### config.mk
export PLATFORM = sky130hd
export DESIGN_NAME = subw_serial
export DESIGN_NICKNAME = d
export VERILOG_FILES = /design/src/rtl/subw_serial.sv
export SDC_FILE = /design/constraint.sdc
export NUM_CORES = 1
export LEC_CHECK = 0
export BUFFER_PORTS_ARGS = -buffer_cell sky130_fd_sc_hd__buf_2
export CORE_ASPECT_RATIO = 1.25
export CORE_MARGIN = 1.5
export CORE_UTILIZATION = 43
export CTS_CLUSTER_DIAMETER = 120
export DETAILED_ROUTE_END_ITERATION = 16
export PLACE_DENSITY_LB_ADDON = 0.12
export SLEW_MARGIN = 30
export SYNTH_ARGS = -nofsm -noshare
export SYNTH_HDL_FRONTEND = slang
export SYNTH_SLANG_ARGS = --single-unit
### constraint.sdc
create_clock -name clk -period 2.1 [get_ports clk]
set_clock_uncertainty 0.2 [all_clocks]
set_input_delay 0 -clock clk [delete_from_list [all_inputs] [get_ports clk]]
set_output_delay 0 -clock clk [all_outputs]
set_load 0.02 [all_outputs]
### src/rtl/subw_serial.sv
// Bit-serial subtractor: o0 = i0-i1 (op=0) or i1-i0 (op=1), chunk bits per cycle, LSB chunk first.
// Latency width/chunk+1 cycles start->done; one result per width/chunk+2 cycles back-to-back.
// No queueing: start while busy is dropped. Optional port borrow_out under SUBW_SERIAL_BORROW_OUT_EN.
module subw_serial #(
    parameter int width = 16,
    parameter int chunk = 4
) (
    input  logic             clk,
    input  logic             reset,
    input  logic [width-1:0] i0,
    input  logic [width-1:0] i1,
    input  logic             op,
    input  logic             pred,
    input  logic             start,
    output logic             busy,
    output logic             done,
    output logic [width-1:0] o0,
    output logic             o0_enable
`ifdef SUBW_SERIAL_BORROW_OUT_EN
    ,
    output logic             borrow_out
`endif
);

    localparam int NCH = width / chunk;
    localparam int CW  = (NCH > 1) ? $clog2(NCH) : 1;
    localparam logic [CW-1:0] LAST = CW'(NCH - 1);

    typedef enum logic [1:0] {IDLE, RUN, DONE} state_t;

    state_t           state_q, state_d;
    logic [width-1:0] a_q, a_d;       // minuend, shifted right one chunk per RUN cycle
    logic [width-1:0] b_q, b_d;       // subtrahend, shifted alongside
    logic [width-1:0] res_q, res_d;   // result assembled from the top down
    logic             borrow_q, borrow_d;
    logic [CW-1:0]    cnt_q, cnt_d;
    logic             pred_q, pred_d;
    logic             busy_q, busy_d;
    logic             done_q, done_d;
    logic [width-1:0] o0_q, o0_d;
    logic             o0_en_q, o0_en_d;
`ifdef SUBW_SERIAL_BORROW_OUT_EN
    logic             borrow_out_q, borrow_out_d;
`endif

    // One chunk of the difference; the extra top bit is the borrow into the next chunk.
    logic [chunk:0]       diff;
    logic [width+chunk-1:0] res_cat;

    // Chunk subtractor and next-state logic for the whole datapath.
    always_comb begin
        diff = {1'b0, a_q[chunk-1:0]} - {1'b0, b_q[chunk-1:0]} - {{chunk{1'b0}}, borrow_q};
        // Concatenation keeps the shift legal even when chunk == width.
        res_cat = {diff[chunk-1:0], res_q};

        state_d  = state_q;
        a_d      = a_q;
        b_d      = b_q;
        res_d    = res_q;
        borrow_d = borrow_q;
        cnt_d    = cnt_q;
        pred_d   = pred_q;
        busy_d   = busy_q;
        done_d   = 1'b0;
        o0_d     = o0_q;
        o0_en_d  = o0_en_q;
`ifdef SUBW_SERIAL_BORROW_OUT_EN
        borrow_out_d = borrow_out_q;
`endif

        case (state_q)
            IDLE: begin
                if (start) begin
                    a_d      = op ? i1 : i0;
                    b_d      = op ? i0 : i1;
                    pred_d   = pred;
                    borrow_d = 1'b0;
                    cnt_d    = '0;
                    busy_d   = 1'b1;
                    state_d  = RUN;
                end
            end
            RUN: begin
                a_d      = a_q >> chunk;
                b_d      = b_q >> chunk;
                res_d    = res_cat[width+chunk-1:chunk];
                borrow_d = diff[chunk];
                cnt_d    = cnt_q + CW'(1);
                if (cnt_q == LAST) begin
                    state_d = DONE;
                end
            end
            DONE: begin
                o0_d    = res_q;
                o0_en_d = pred_q;
`ifdef SUBW_SERIAL_BORROW_OUT_EN
                borrow_out_d = borrow_q;
`endif
                done_d  = 1'b1;
                busy_d  = 1'b0;
                state_d = IDLE;
            end
            default: begin
                state_d = IDLE;
                busy_d  = 1'b0;
            end
        endcase
    end

    // State and registered outputs; reset aborts any operation immediately.
    always_ff @(posedge clk or posedge reset) begin
        if (reset) begin
            state_q  <= IDLE;
            a_q      <= '0;
            b_q      <= '0;
            res_q    <= '0;
            borrow_q <= 1'b0;
            cnt_q    <= '0;
            pred_q   <= 1'b0;
            busy_q   <= 1'b0;
            done_q   <= 1'b0;
            o0_q     <= '0;
            o0_en_q  <= 1'b0;
`ifdef SUBW_SERIAL_BORROW_OUT_EN
            borrow_out_q <= 1'b0;
`endif
        end else begin
            state_q  <= state_d;
            a_q      <= a_d;
            b_q      <= b_d;
            res_q    <= res_d;
            borrow_q <= borrow_d;
            cnt_q    <= cnt_d;
            pred_q   <= pred_d;
            busy_q   <= busy_d;
            done_q   <= done_d;
            o0_q     <= o0_d;
            o0_en_q  <= o0_en_d;
`ifdef SUBW_SERIAL_BORROW_OUT_EN
            borrow_out_q <= borrow_out_d;
`endif
        end
    end

    assign busy      = busy_q;
    assign done      = done_q;
    assign o0        = o0_q;
    assign o0_enable = o0_en_q;
`ifdef SUBW_SERIAL_BORROW_OUT_EN
    assign borrow_out = borrow_out_q;
`endif

endmodule

==> impl.org <==
** Worst setup path
- Maximum fanout count along the critical path :: 3
- The worst setup path is captured at a flop.
- CP Data Arrival Time :: 2.09 ns
- The critical path is of the flop to flop type.
- The worst setup path is launched from a flop.
- Data on the critical path is required at its endpoint by 2.18 ns.

** Placement
- Routability cong. :: 0.741
- Detailed placement finished with a half-perimeter wire length of about 4700 um.
- Port buffering added 55 buffers.

** Synth
- By area the synthesized netlist is led by dfrtp_1 (52%), mux2i_1 (9.1%), nand2_1 (6.6%).
- Among all flip-flop cells after synthesis, the most frequent one is dfrtp_1.
- The Yosys step of the flow raised 0 warnings.
- Area fraction of the dominant cell type after synthesis :: 0.522
- Synthesis produced a netlist whose cell count is roughly 320.
- The number of nets in the synthesized netlist is 360.
- Number of flops mapped to enable cells by yosys :: 0
- Sequential share of the synthesized area :: 0.522
- The cell area that synthesis handed to floorplanning was 0.00350 mm2.
- Cell taking the most area after synthesis :: dfrtp_1
- Most frequent cells after synthesis :: dfrtp_1 (73), nand2_1 (62), mux2i_1 (32)
- Averaged over all synthesized cells, the footprint is about 11 um2.
- Counting distinct cell types in the post-synthesis netlist gives 32.
- Most frequent cell after synthesis :: dfrtp_1
- Ys async rst share :: 1.00
- Number of storage elements in the synthesis netlist :: 73

** Power
- The worst-case IR drop observed on VDD is 0.718 mV.
- In this run the power density over the cells is around 1300 mW/mm2.
- The analysis attributes to cell leakage a power of ~0.0022 uW.

** Timing
- Setup violations remaining at the end of the flow were counted as 0.
- Part of the cycle the worst path needs :: 0.956
- At the pin with the least slew margin, the transition time is approximately 0.6 ns.
- Fin. Hold Viols :: 0
- For this run, the top clock speed supported by timing is 498 MHz.
- The clock period could shrink to ~2.0 ns.
- Adding up every negative setup slack in the final design gives 0 ns.
- Setup repair after global routing missed its margin :: false
- Headroom to the max-slew limit came out at 0.600.
- The total count of max-transition violations in the final report is 0.

** Clock tree
- CTS tree :: built
- Number of buffers inserted by post-CTS setup repair :: 0
- Number of buffers on the longest clock path :: 2
- CTS buffer count :: 9
- Register clock-pin slew on the reported worst setup and hold paths :: around 0.080 ns
- The number of gates resized after CTS was 0.
- H-tree level count :: 3
- Clk_lat worst skew :: around 0.35 ns
- Clock root buffer :: clkbuf_8
- Total of hold buffers inserted after clock tree synthesis :: 52
- CTS saw 73 sinks.

** Route
- Number of design-rule violations left by the first detailed-router iteration :: about 110
- Summed over all layers, the routed wires come to between 7000 and 8000 um.
- After detailed routing, the average wire length per cell comes to ~15 um.
- The pre-antenna-repair detailed-routing pass consisted of 4 iterations.
- DRC violation count after routing :: 0
- The count of nets left with antenna violations once routing finished came out at 0.
- Via total after detailed routing :: 2783
- Vias per inst :: between 5 and 6

** Die
- 56 I/O pins were placed.
- Initial core utilization :: 0.447
- The floorplan step defined a die boundary enclosing 0.00870 mm2.
- The core region is ~0.008 mm2.
- Row generation in the floorplan step produced 36 rows.
- The floorplan step set the die width to between 80 and 90 um.
- In this run the vertical extent of the chip is 104 um.

** Global routing
- The first global-routing pass estimated 13600 um of wire.
- Number of antenna violations at the first check in global routing :: 0
- After global routing the overflow that remains totals 0.
- Maximum number of pins on one net before global-route repair :: 74
- Combined global-route utilization of all metal layers :: 0.194
- Via count of the first global-routing pass :: approximately 2800

** Cells and area
- NumNets Final :: roughly 470
- Relative to the synthesized area, the layout overhead comes to 32.3%.
- Utilization of the core after routing :: 0.591
- Antenna cell count :: 0
- In the final layout, the share of cells above drive strength 1 is 0.245.
- Number of filler instances in the final layout :: 701

** Status
- Result of the run :: finished, final reports clean

** Run
- Across the run, the number of max-cap violations was 0.

** Worst hold path
- The tightest min-delay check is of the primary input to flop type.
## cells by family after synthesis
kind of cell	after synthesis	synth area share
and+or+nand+nor	74	0.0872
DFF	73	0.522
AOI/OAI and AO/OA	63	0.146
muxes	50	0.150
adders and majority gates	7	0.0293
xor gates and xnor gates	1	0.00250
buffers and inverters	48	0.0629
## layer usage
metal | up-vias | track usage | share of wire
met2 | 62 | 0.331 | 0.51
met5 | - | 0 | 0
met4 | 0 | 0.0820 | 0.019
li1 | 1351 | - | -
met3 | 13 | 0.0278 | 0.032
met1 | 1357 | 0.244 | 0.44
## layout make-up
| cell class | count | area (um2) | share of cell area |
|---|---|---|---|
| repair buffers | 120 | 931 | 0.201 |
| clock buffers | 10 | 138 | 0.0297 |
| inverters | 24 | 90.1 | 0.0195 |
| clock inverters | 6 | 67.6 | 0.0146 |
| flip-flops and latches | 73 | 1830 | 0.394 |
| multi-input cells | 195 | 1460 | 0.315 |
| well taps | 95 | 119 | 0.0257 |
## power by group
part / switching [uW] / total [uW] / internal (uW)
clock: 554 / 1140 / 583
combinational: 1380 / 2510 / 1130
sequential: 389 / 2420 / 2030
total: 2320 / 6070 / 3740
## worst max-delay path, stage by stage (launching register included)
cell and delay, ns:
dfrtp_1 0.41, fa_1 0.45, inv_1 0.08, fa_1 0.20
nand2_1 0.07, a2111oi_0 0.36, nand3b_1 0.15
## sequential cells by signal, summed over array words and instances, names as in the netlist
| signal | cells |
|---|---|
| a_q | 16 |
| b_q | 16 |
| borrow_q | 1 |
| busy | 1 |
| cnt_q | 2 |
| done | 1 |
| o0 | 16 |
| o0_enable | 1 |
| pred_q | 1 |
| res_q | 16 |
| state_q | 2 |
## cells in the final DEF (no fill, tap or decap), types with 13 or more instances in the layout
| cell type | instances |
|---|---|
| nand2_1 | 62 |
| dfrtp_1 | 73 |
| mux2i_1 | 32 |
| mux2_2 | 17 |
| o21ai_0 | 13 |
| o32ai_1 | 16 |
| dlygate4sd3_1 | 52 |
| buf_2 | 55 |
| a221o_1 | 17 |
| inv_1 | 23 |
## worst paths after layout
kind | startpoint | to | slack (ns) | cells after the start
max | a_q[0] | borrow_q | 0.09 | 6
min | op | b_q[10] | 0.05 | 4
max reg2reg | a_q[0] | borrow_q | 0.09 | 6
min reg2reg | res_q[0] | res_q[0] | 0.28 | 2
max in group asynchronous | reset | res_q[7] | 1.30 | 4
min in group asynchronous | reset | a_q[2] | 0.06 | 4
## metrics by stage
stage / cell area (um2) / hold slack (ns) / power, uW / instances / setup WS (ns)
5_1_grt: 4630 / 0.0893 / 6530 / 523 / 0.00523
2_1_floorplan: 3500 / -0.0515 / 4130 / 316 / 0.0467
3_5_place_dp: 3910 / -0.0780 / 4890 / 455 / 0.115
3_3_place_gp: 3910 / -0.0811 / 4820 / 455 / 0.169
6_report: 4630 / 0.0544 / 6070 / 523 / 0.0929
4_1_cts: 4630 / 0.0439 / 6120 / 523 / 0.0748
Note: power is estimated with default switching activity, not from simulation.
